==> src/rtl/mmio_uart_tx.sv <==
// Memory-mapped 8N1 UART transmitter: TX FIFO drained by a serializer onto tx.
// Define UART_TX_IRQ_EN to add the CTRL.irq_en register and the irq output.
module mmio_uart_tx #(
  parameter int CLK_DIV    = 434,
  parameter int FIFO_DEPTH = 16
) (
  input  logic        clk,
  input  logic        reset,
  input  logic        we,
  input  logic [31:0] addr,
  input  logic [31:0] wd,
  output logic [31:0] rd,
  output logic        tx
`ifdef UART_TX_IRQ_EN
  ,
  output logic        irq
`endif
);
  localparam int AW = $clog2(FIFO_DEPTH);
  localparam int CW = AW + 1;
  localparam logic [15:0] DIV_RST = 16'(CLK_DIV);

  typedef enum logic [1:0] {A_TXDATA, A_STATUS, A_DIVISOR, A_CTRL} reg_e;
  typedef enum logic [1:0] {S_IDLE, S_START, S_DATA, S_STOP} state_e;

  logic [1:0] reg_sel;
  assign reg_sel = addr[3:2];

  logic unused_ok;
  assign unused_ok = ^{addr[31:4], addr[1:0], wd[31:16]};

  // ---------------- TX FIFO ----------------
  logic [7:0]    mem [FIFO_DEPTH];
  logic [AW-1:0] wptr, rptr;
  logic [CW-1:0] count;
  logic          full, empty, push_req, push, pop;

  assign full     = (count == CW'(FIFO_DEPTH));
  assign empty    = (count == '0);
  assign push_req = we && (reg_sel == A_TXDATA);
  // A pop in the same cycle frees the slot, so a write to a full FIFO still lands.
  assign push     = push_req && (!full || pop);

  always_ff @(posedge clk or posedge reset) begin
    if (reset) begin
      wptr  <= '0;
      rptr  <= '0;
      count <= '0;
    end else begin
      if (push) wptr <= wptr + 1'b1;
      if (pop)  rptr <= rptr + 1'b1;
      case ({push, pop})
        2'b10:   count <= count + 1'b1;
        2'b01:   count <= count - 1'b1;
        default: ;
      endcase
    end
  end

  always_ff @(posedge clk) begin
    if (push) mem[wptr] <= wd[7:0];
  end

  // ---------------- control registers ----------------
  logic        ovf;
  logic [15:0] div_reg;

  always_ff @(posedge clk or posedge reset) begin
    if (reset) begin
      ovf     <= 1'b0;
      div_reg <= DIV_RST;
    end else begin
      if (push_req && !push)                        ovf <= 1'b1;
      else if (we && reg_sel == A_STATUS && wd[3])  ovf <= 1'b0;
      if (we && reg_sel == A_DIVISOR) div_reg <= wd[15:0];
    end
  end

`ifdef UART_TX_IRQ_EN
  logic irq_en;
  always_ff @(posedge clk or posedge reset) begin
    if (reset) begin
      irq_en <= 1'b0;
      irq    <= 1'b0;
    end else begin
      if (we && reg_sel == A_CTRL) irq_en <= wd[0];
      irq <= irq_en & (empty | ovf);
    end
  end
`endif

  // ---------------- serializer ----------------
  state_e      state, state_d;
  logic [15:0] bit_cnt, bit_cnt_d, div_lat, div_lat_d, div_eff;
  logic [7:0]  shift, shift_d;
  logic [2:0]  bit_idx, bit_idx_d;
  logic        bit_end, tx_d;

  assign bit_end = (bit_cnt == 16'd0);
  assign div_eff = (div_reg == 16'd0) ? 16'd1 : div_reg;

  always_ff @(posedge clk or posedge reset) begin
    if (reset) begin
      state   <= S_IDLE;
      bit_cnt <= '0;
      div_lat <= 16'd1;
      shift   <= '0;
      bit_idx <= '0;
      tx      <= 1'b1;
    end else begin
      state   <= state_d;
      bit_cnt <= bit_cnt_d;
      div_lat <= div_lat_d;
      shift   <= shift_d;
      bit_idx <= bit_idx_d;
      tx      <= tx_d;
    end
  end

  always_comb begin
    state_d = state;
    case (state)
      S_IDLE:  if (!empty) state_d = S_START;
      S_START: if (bit_end) state_d = S_DATA;
      S_DATA:  if (bit_end && bit_idx == 3'd7) state_d = S_STOP;
      S_STOP:  if (bit_end) state_d = empty ? S_IDLE : S_START;
      default: state_d = S_IDLE;
    endcase
  end

  // Each bit loads div-1 and counts down to 0, giving exactly div cycles per bit.
  always_comb begin
    pop       = 1'b0;
    shift_d   = shift;
    bit_idx_d = bit_idx;
    div_lat_d = div_lat;
    bit_cnt_d = bit_end ? div_lat - 16'd1 : bit_cnt - 16'd1;
    case (state)
      S_IDLE: begin
        bit_cnt_d = bit_cnt;
        if (!empty) begin
          pop       = 1'b1;
          shift_d   = mem[rptr];
          div_lat_d = div_eff;
          bit_cnt_d = div_eff - 16'd1;
          bit_idx_d = 3'd0;
        end
      end
      S_DATA: begin
        if (bit_end) begin
          shift_d   = {1'b0, shift[7:1]};
          bit_idx_d = bit_idx + 3'd1;
        end
      end
      S_STOP: begin
        if (bit_end && !empty) begin
          pop       = 1'b1;
          shift_d   = mem[rptr];
          div_lat_d = div_eff;
          bit_cnt_d = div_eff - 16'd1;
          bit_idx_d = 3'd0;
        end
      end
      default: ;
    endcase
    case (state_d)
      S_START: tx_d = 1'b0;
      S_DATA:  tx_d = shift_d[0];
      default: tx_d = 1'b1;
    endcase
  end

  // ---------------- read port ----------------
  logic [31:0] rd_d;

  always_comb begin
    rd_d = '0;
    case (reg_sel)
      A_STATUS: begin
        rd_d[0]      = full;
        rd_d[1]      = empty;
        rd_d[2]      = (state != S_IDLE);
        rd_d[3]      = ovf;
        rd_d[8 +: CW] = count;
      end
      A_DIVISOR: rd_d[15:0] = div_reg;
      A_CTRL: begin
`ifdef UART_TX_IRQ_EN
        rd_d[0] = irq_en;
`endif
      end
      default: ;
    endcase
  end

  always_ff @(posedge clk or posedge reset) begin
    if (reset) rd <= '0;
    else       rd <= rd_d;
  end

endmodule

==> config.mk <==
export PLATFORM = sky130hd
export DESIGN_NAME = mmio_uart_tx
export DESIGN_NICKNAME = d
export VERILOG_FILES = /design/src/rtl/mmio_uart_tx.sv
export SDC_FILE = /design/constraint.sdc
export NUM_CORES = 1
export LEC_CHECK = 0
export ABC_AREA = 1
export ABC_CLOCK_PERIOD_IN_PS = 4200
export CORE_UTILIZATION = 40
export CTS_CLUSTER_SIZE = 8
export DETAILED_ROUTE_END_ITERATION = 8
export GPL_TIMING_DRIVEN = 0
export HOLD_SLACK_MARGIN = 0.08
export PLACE_DENSITY_LB_ADDON = 0.15
export SLEW_MARGIN = 20
export SYNTH_ARGS = -nofsm -noshare
export SYNTH_HDL_FRONTEND = slang
export SYNTH_SLANG_ARGS = --single-unit
==> constraint.sdc <==
create_clock -name clk -period 4.2 [get_ports clk]
set_clock_uncertainty 0.2 [all_clocks]
set_input_delay 0.84 -clock clk [delete_from_list [all_inputs] [get_ports clk]]
set_output_delay 0.84 -clock clk [all_outputs]
set_load 0.005 [all_outputs]
Word level (Yosys, flattened, before mapping)

Memories as Yosys holds them, arrays and structs flattened.
Index checks and enable logic that the tools add are counted.
W data, S select, Z words.

Output and inout port bits: 33
Memories: 1
Bits of input ports: 67
RAM bits: 128
Word-level logic and storage cells: 95
Register bits after elaboration: 92

Memory list:

| memory | depth | width | rd ports | clocked after Yosys merged registers in | wr ports | RTL line | text |
|---|---|---|---|---|---|---|---|
| mem    | 16    | 8     | 1        | 0                                       | 1        | 33       | `logic [7:0] mem [FIFO_DEPTH];` |

Reductions and logical operators: 24
Equal/unequal tests: 14
Add/sub/neg operators: 8
Multiplexer cells: 35

Operator list:

| cell                    | number |
|---|---|
| $mux W16                | 6 |
| $pmux W16 S2            | 2 |
| $sub A16 B1 Y16 const B | 3 |
| $logic_not A16 Y1       | 2 |
| $mux W8                 | 3 |
| $pmux W8 S3             | 1 |
| $pmux W5 S2             | 2 |
| $mux W3                 | 4 |
| $eq A2 B2 Y1 const B    | 5 |
| $pmux W3 S3             | 1 |
| $add A4 B1 Y4 const B   | 2 |
| $eq A2 B1 Y1 const B    | 4 |
| $logic_and A1 B1 Y1     | 8 |
| $mux W2                 | 4 |
| $pmux W2 S4             | 1 |
| $pmux W4 S2             | 1 |
| $reduce_bool A2 Y1      | 4 |
| $mux W1                 | 7 |
| $ne A2 B2 Y1 const B    | 3 |
| $add A5 B1 Y5 const B   | 1 |
| $eq A5 B5 Y1 const B    | 1 |
| $logic_not A5 Y1        | 1 |
| $sub A5 B1 Y5 const B   | 1 |
| $logic_not A2 Y1        | 2 |
| 9 further kinds         | 12 |

Logic depth before layout (Yosys ltp)

Depth in word-level cells: 10
Gate-level depth with buffers: 21
Mapped depth without buffers: 21

Worst setup path before layout

Ideal clock, no wire load.

Kind: reg2reg
From: reg bit_cnt[3]
To: reg count[4]
Buffers on the path: 0
Setup slack: 1.367 ns
Period minus slack after synthesis: 2.833 ns
Library setup time: 0.125 ns
Arrival: 2.508 ns
Cell stages (with the launch flop): 20
Required time: 3.875 ns
Path through: dfrtp_1 nor2_1 nand2_2 nor2_8 nand2_4 clkinv_4 nand2_2 o22ai_4 nand2_4 nand2_2 nand2_4 ha_1 ha_1 a21oi_1 nor2_1 nor2_1 nand2_1 nand2_1 nor2_1 xor2_1

Longest elaborated chain between the ends: 8
Elaborated cells between the ends (all ways): 10
Those cells by class: eq/ne (2); mux (3); reduce/logical (5)

RTL lines:

| what                                              | RTL line | text |
|---|---|---|
| start: declaration                                | 94       | `logic [15:0] bit_cnt, bit_cnt_d, div_lat, div_lat_d, div_eff;` |
| start signal: assignment                          | 112      | `bit_cnt <= bit_cnt_d;` |
| $logic_not A16 Y1 *                               | 99       | `assign bit_end = (bit_cnt == 16'd0);` |
| $logic_and A1 B1 Y1 *                             | 156      | `if (bit_end && !empty) begin` |
| $mux W1 *                                         | 156      |  |
| $pmux W1 S2 *                                     | 138      | `case (state)` |
| $logic_or A1 B1 Y1                                | 42       | `assign push = push_req && (!full \|\| pop);` |
| $logic_and A1 B1 Y1                               | 42       |  |
| $eq A2 B1 Y1 or $eq A2 B2 Y1 (tied branches)      | 52       | `case ({push, pop})` |
| $pmux W5 S2 or $reduce_bool A2 Y1 (tied branches) | --       |  |
| end signal: assignment                            | 53       | `2'b10: count <= count + 1'b1;` |
| end signal: assignment                            | 54       | `2'b01: count <= count - 1'b1;` |
| end: declaration                                  | 35       | `logic [CW-1:0] count;` |

Mark *: on every way between the ends. The rest lies on a longest branch, timed or not.
A chain may end at the register's enable or synchronous reset.

Worst setup path after layout

From: reg count[0]
To: reg count[4]

Longest elaborated chain between the ends: 9
Elaborated cells between the ends (all ways): 16
Those cells by class: add/sub (2); eq/ne (3); mux (4); reduce/logical (7)

RTL lines:

| what                                              | RTL line | text |
|---|---|---|
| $logic_not A5 Y1                                  | 39       | `assign empty = (count == '0);` |
| $logic_not A1 Y1                                  | 156      |  |
| $logic_and A1 B1 Y1                               | 156      |  |
| $mux W1                                           | 156      |  |
| $pmux W1 S2                                       | 138      |  |
| $logic_or A1 B1 Y1                                | 42       |  |
| $logic_and A1 B1 Y1                               | 42       |  |
| $eq A2 B1 Y1 or $eq A2 B2 Y1 (tied branches)      | 52       |  |
| $pmux W5 S2 or $reduce_bool A2 Y1 (tied branches) | --       |  |

Parallel ways exist; a longest one is shown, timed or not.

==> impl_metrics.ini <==
[detailed_routing]
drtAntennaViolNets = 0
routed_wl_mm = 26.2
drt_iter0_markers = 607
first_pass_iters = 6
wl_per_cell_um = 17.3
vias = 7674
vias_per_cell = 5.06
drt_drc_violations_left = 0

[finish]
drive_above_1_share_pct = 10.3
syn_to_final_growth_pct = 16.8
regMostFlops = mem
largest_reg_flops = 128
final_util_pct = 48.1
fin_nets = 1252
finalNonFillerCells = 1518
final_cell_area_um2 = 12200
diodes = 0

[yosys]
synthesis.area_um2 = 10500
yosysSeqAreaShare_pct = 58.8
synth_edf_count = 128
yosys-top-cells-area = edfxtp_1 (37%), dfrtp_1 (20%), nand2_1 (6.4%)
synth_area_per_cell_um2 = 9.71
synth-seq-cells = 220
synth_cell_types = 48
synth_top_area_share_pct = 36.8
synth_ff_type = edfxtp_1
synthArstFlopShare_pct = 41.8
yosysWarnings = 0
synth_top_area_cell = edfxtp_1
netlist_instances = 1077

[global_routing]
grt_remaining_overflow = 0
antenna_found_initial = 0
globalRouteTotalUtil_pct = 20.3
grt_pass1_wl_mm = 41.3
grt_max_degree = 70
grt_pass1_vias = 7319

[clock_network]
htree_levels = 1
cts_buffers = 31
post_cts_buffers = 0
cts-root-buf = clkbuf_16
cts_tree = built
clk_pin_slew_ns = 0.05
postCtsHoldBufs = 0
cts_resized = 0
clock_sinks = 220
clock_path_buffers = 3
clock_latency_ns = 0.55

[outcome]
status = finished, final reports clean

[placed_design]
placed_cells = 1460
io_buffer_count = 37
hpwl_mm = 17.9
post-place-ws_ns = 0.704
postPlaceCellArea_um2 = 11300
globalplace.congestion = 0.825

[die]
coreArea_um2 = 25400
die_w_um = 164
die_h_um = 164
pin_count = 100
die_area_um2 = 26800
initial_core_util_pct = 41.2
rows = 58

[setup_path]
r2r_cells = 20
end_kind = register
r2r-start = count[0]$_DFFE_PP0P_
arrival_ns = 3.65
ff2ff_setup_slack_ns = 0.81
critical_path.startpoint_type = register
cp.required_ns = 4.47
critPathKind = register to register
r2r-end = count[4]$_DFFE_PP0P_
worstPathMaxFanout = 7

[job]
cap_violations = 0

[timing]
rsz0062_at_grt = false
period_minus_slack_ns = 3.39
slew_viol_final = 0
slew_headroom_pct = 26.5
hold_viol = 0
fin_ws_ns = 0.812
fin_crit_sh_pct = 80.7
max_freq_mhz = 295
tightestPinTransition_ns = 1.10
setup_viol = 0

[pwr]
p_leak_nw = 5.09
pwr_density_cell_nw_per_um2 = 676
vdd_ir_drop_max_mv = 0.330

[worst_hold_path]
hp-start = div_lat[10]$_DFFE_PP0P_
hp-class = register to register
hold_end = div_lat[10]$_DFFE_PP0P_
holdPathStages = 2
[cell usage in the layout (no fill, tap or decap), types with 2 or more instances in the layout]
cell	netlist	final
clkbuf_16	0	31
clkinv_1	2	2
a22oi_1	10	10
nor2_1	148	148
clkdlybuf4s50_1	0	37
xor2_1	13	13
nand3_1	84	84
inv_6	0	2
a21oi_1	42	42
o211ai_1	8	8
nand4_1	7	7
dfrtp_1	85	85
nand2_2	9	9
nor2_2	5	5
o221ai_1	9	9
ha_1	21	21
dfstp_2	7	7
o21ai_0	78	78
conb_1	1	16
nand2_4	3	3
nor2_4	5	5
o21ai_1	24	24
inv_1	99	98
buf_1	2	2
mux2_2	7	7
buf_2	14	14
clkinv_2	1	2
xnor2_1	4	4
nor3_1	6	6
o22ai_1	11	11
o21bai_1	2	2
clkbuf_1	21	46
buf_4	19	19
inv_2	10	10
edfxtp_1	128	128
nand2_1	177	177
[final cells by class]
cell class	instances	area [µm²]
well taps	330	413
clock buffers	56	870
flip-flops and latches	220	6150
inverters	113	435
multi-input cells	702	3620
fillers	2407	13200
clock inverters	2	13.8
repair buffers	38	398
plain buffers	57	310
[logic make-up after synthesis]
group | share of synthesized area (%)
xor gates and xnor gates | 1.42
buffers and inverters | 7.08
muxes | 0.754
DFF | 58.8
other | 0.0359
and+or+nand+nor | 18.7
adders and majority gates | 2.70
AOI/OAI and AO/OA | 10.4
[power breakdown]
part | switching [mW] | internal, mW
registers | 0.234 | 2.65
logic | 2.07 | 1.01
clock network | 0.911 | 1.38
total | 3.21 | 5.04
[worst max-delay path by stage]
stage,start,endpoint,cells after the start
floorplan,reset,bit_cnt[0]$_DFFE_PP0N_,1
global placement,reset,bit_cnt[11]$_DFFE_PP0N_,2
detailed placement,addr[2],count[4]$_DFFE_PP0P_,17
CTS,count[0]$_DFFE_PP0P_,count[4]$_DFFE_PP0P_,20
global route,count[0]$_DFFE_PP0P_,count[4]$_DFFE_PP0P_,20
finish,count[0]$_DFFE_PP0P_,count[4]$_DFFE_PP0P_,20
[critical path: stages (launching register included)]
cell and delay (ns):
dfrtp_1 0.43, inv_2 0.09, nand4_1 0.13, nor2_2 0.42, inv_1 0.10, nand2_2 0.11
o22ai_4 0.11, nand2_4 0.14, nand2_2 0.08, nand2_4 0.11, ha_1 0.25, inv_1 0.11
fa_1 0.36, inv_1 0.09, a21oi_1 0.07, nor2_1 0.09, nor2_1 0.06, nand2_1 0.06
nand2_1 0.05, nor2_1 0.11, xor2_1 0.15
[cells in the mapped netlist (2+ instances only)]
library cell / number
a21oi_1: 42
a22oi_1: 10
buf_1: 2
buf_2: 14
buf_4: 19
clkbuf_1: 21
clkinv_1: 2
dfrtp_1: 85
dfstp_2: 7
edfxtp_1: 128
ha_1: 21
inv_1: 99
inv_2: 10
mux2_2: 7
nand2_1: 177
nand2_2: 9
nand2_4: 3
nand3_1: 84
nand4_1: 7
nor2_1: 148
nor2_2: 5
nor2_4: 5
nor3_1: 6
o211ai_1: 8
o21ai_0: 78
o21ai_1: 24
o21bai_1: 2
o221ai_1: 9
o22ai_1: 11
xnor2_1: 4
xor2_1: 13
[routing by layer]
layer	track usage, %	vias up	share of wire [%]
met5	0	-	0
met4	5.89	0	1.9
met3	2.90	43	5.6
met2	30.1	213	44
met1	30.6	3635	49
li1	-	3783	-
[stage by stage]
step | hold WS [ns] | setup TNS (ns) | power, mW
after floorplan | 0.243 | 0 | 5.04
final | 0.276 | 0 | 8.25
after detailed placement | 0.267 | 0 | 5.97
after global placement | 0.265 | -78.83 | 5.93
after global routing | 0.305 | 0 | 8.80
after CTS | 0.281 | 0 | 8.27
Note: power is estimated with default switching activity, not from simulation.
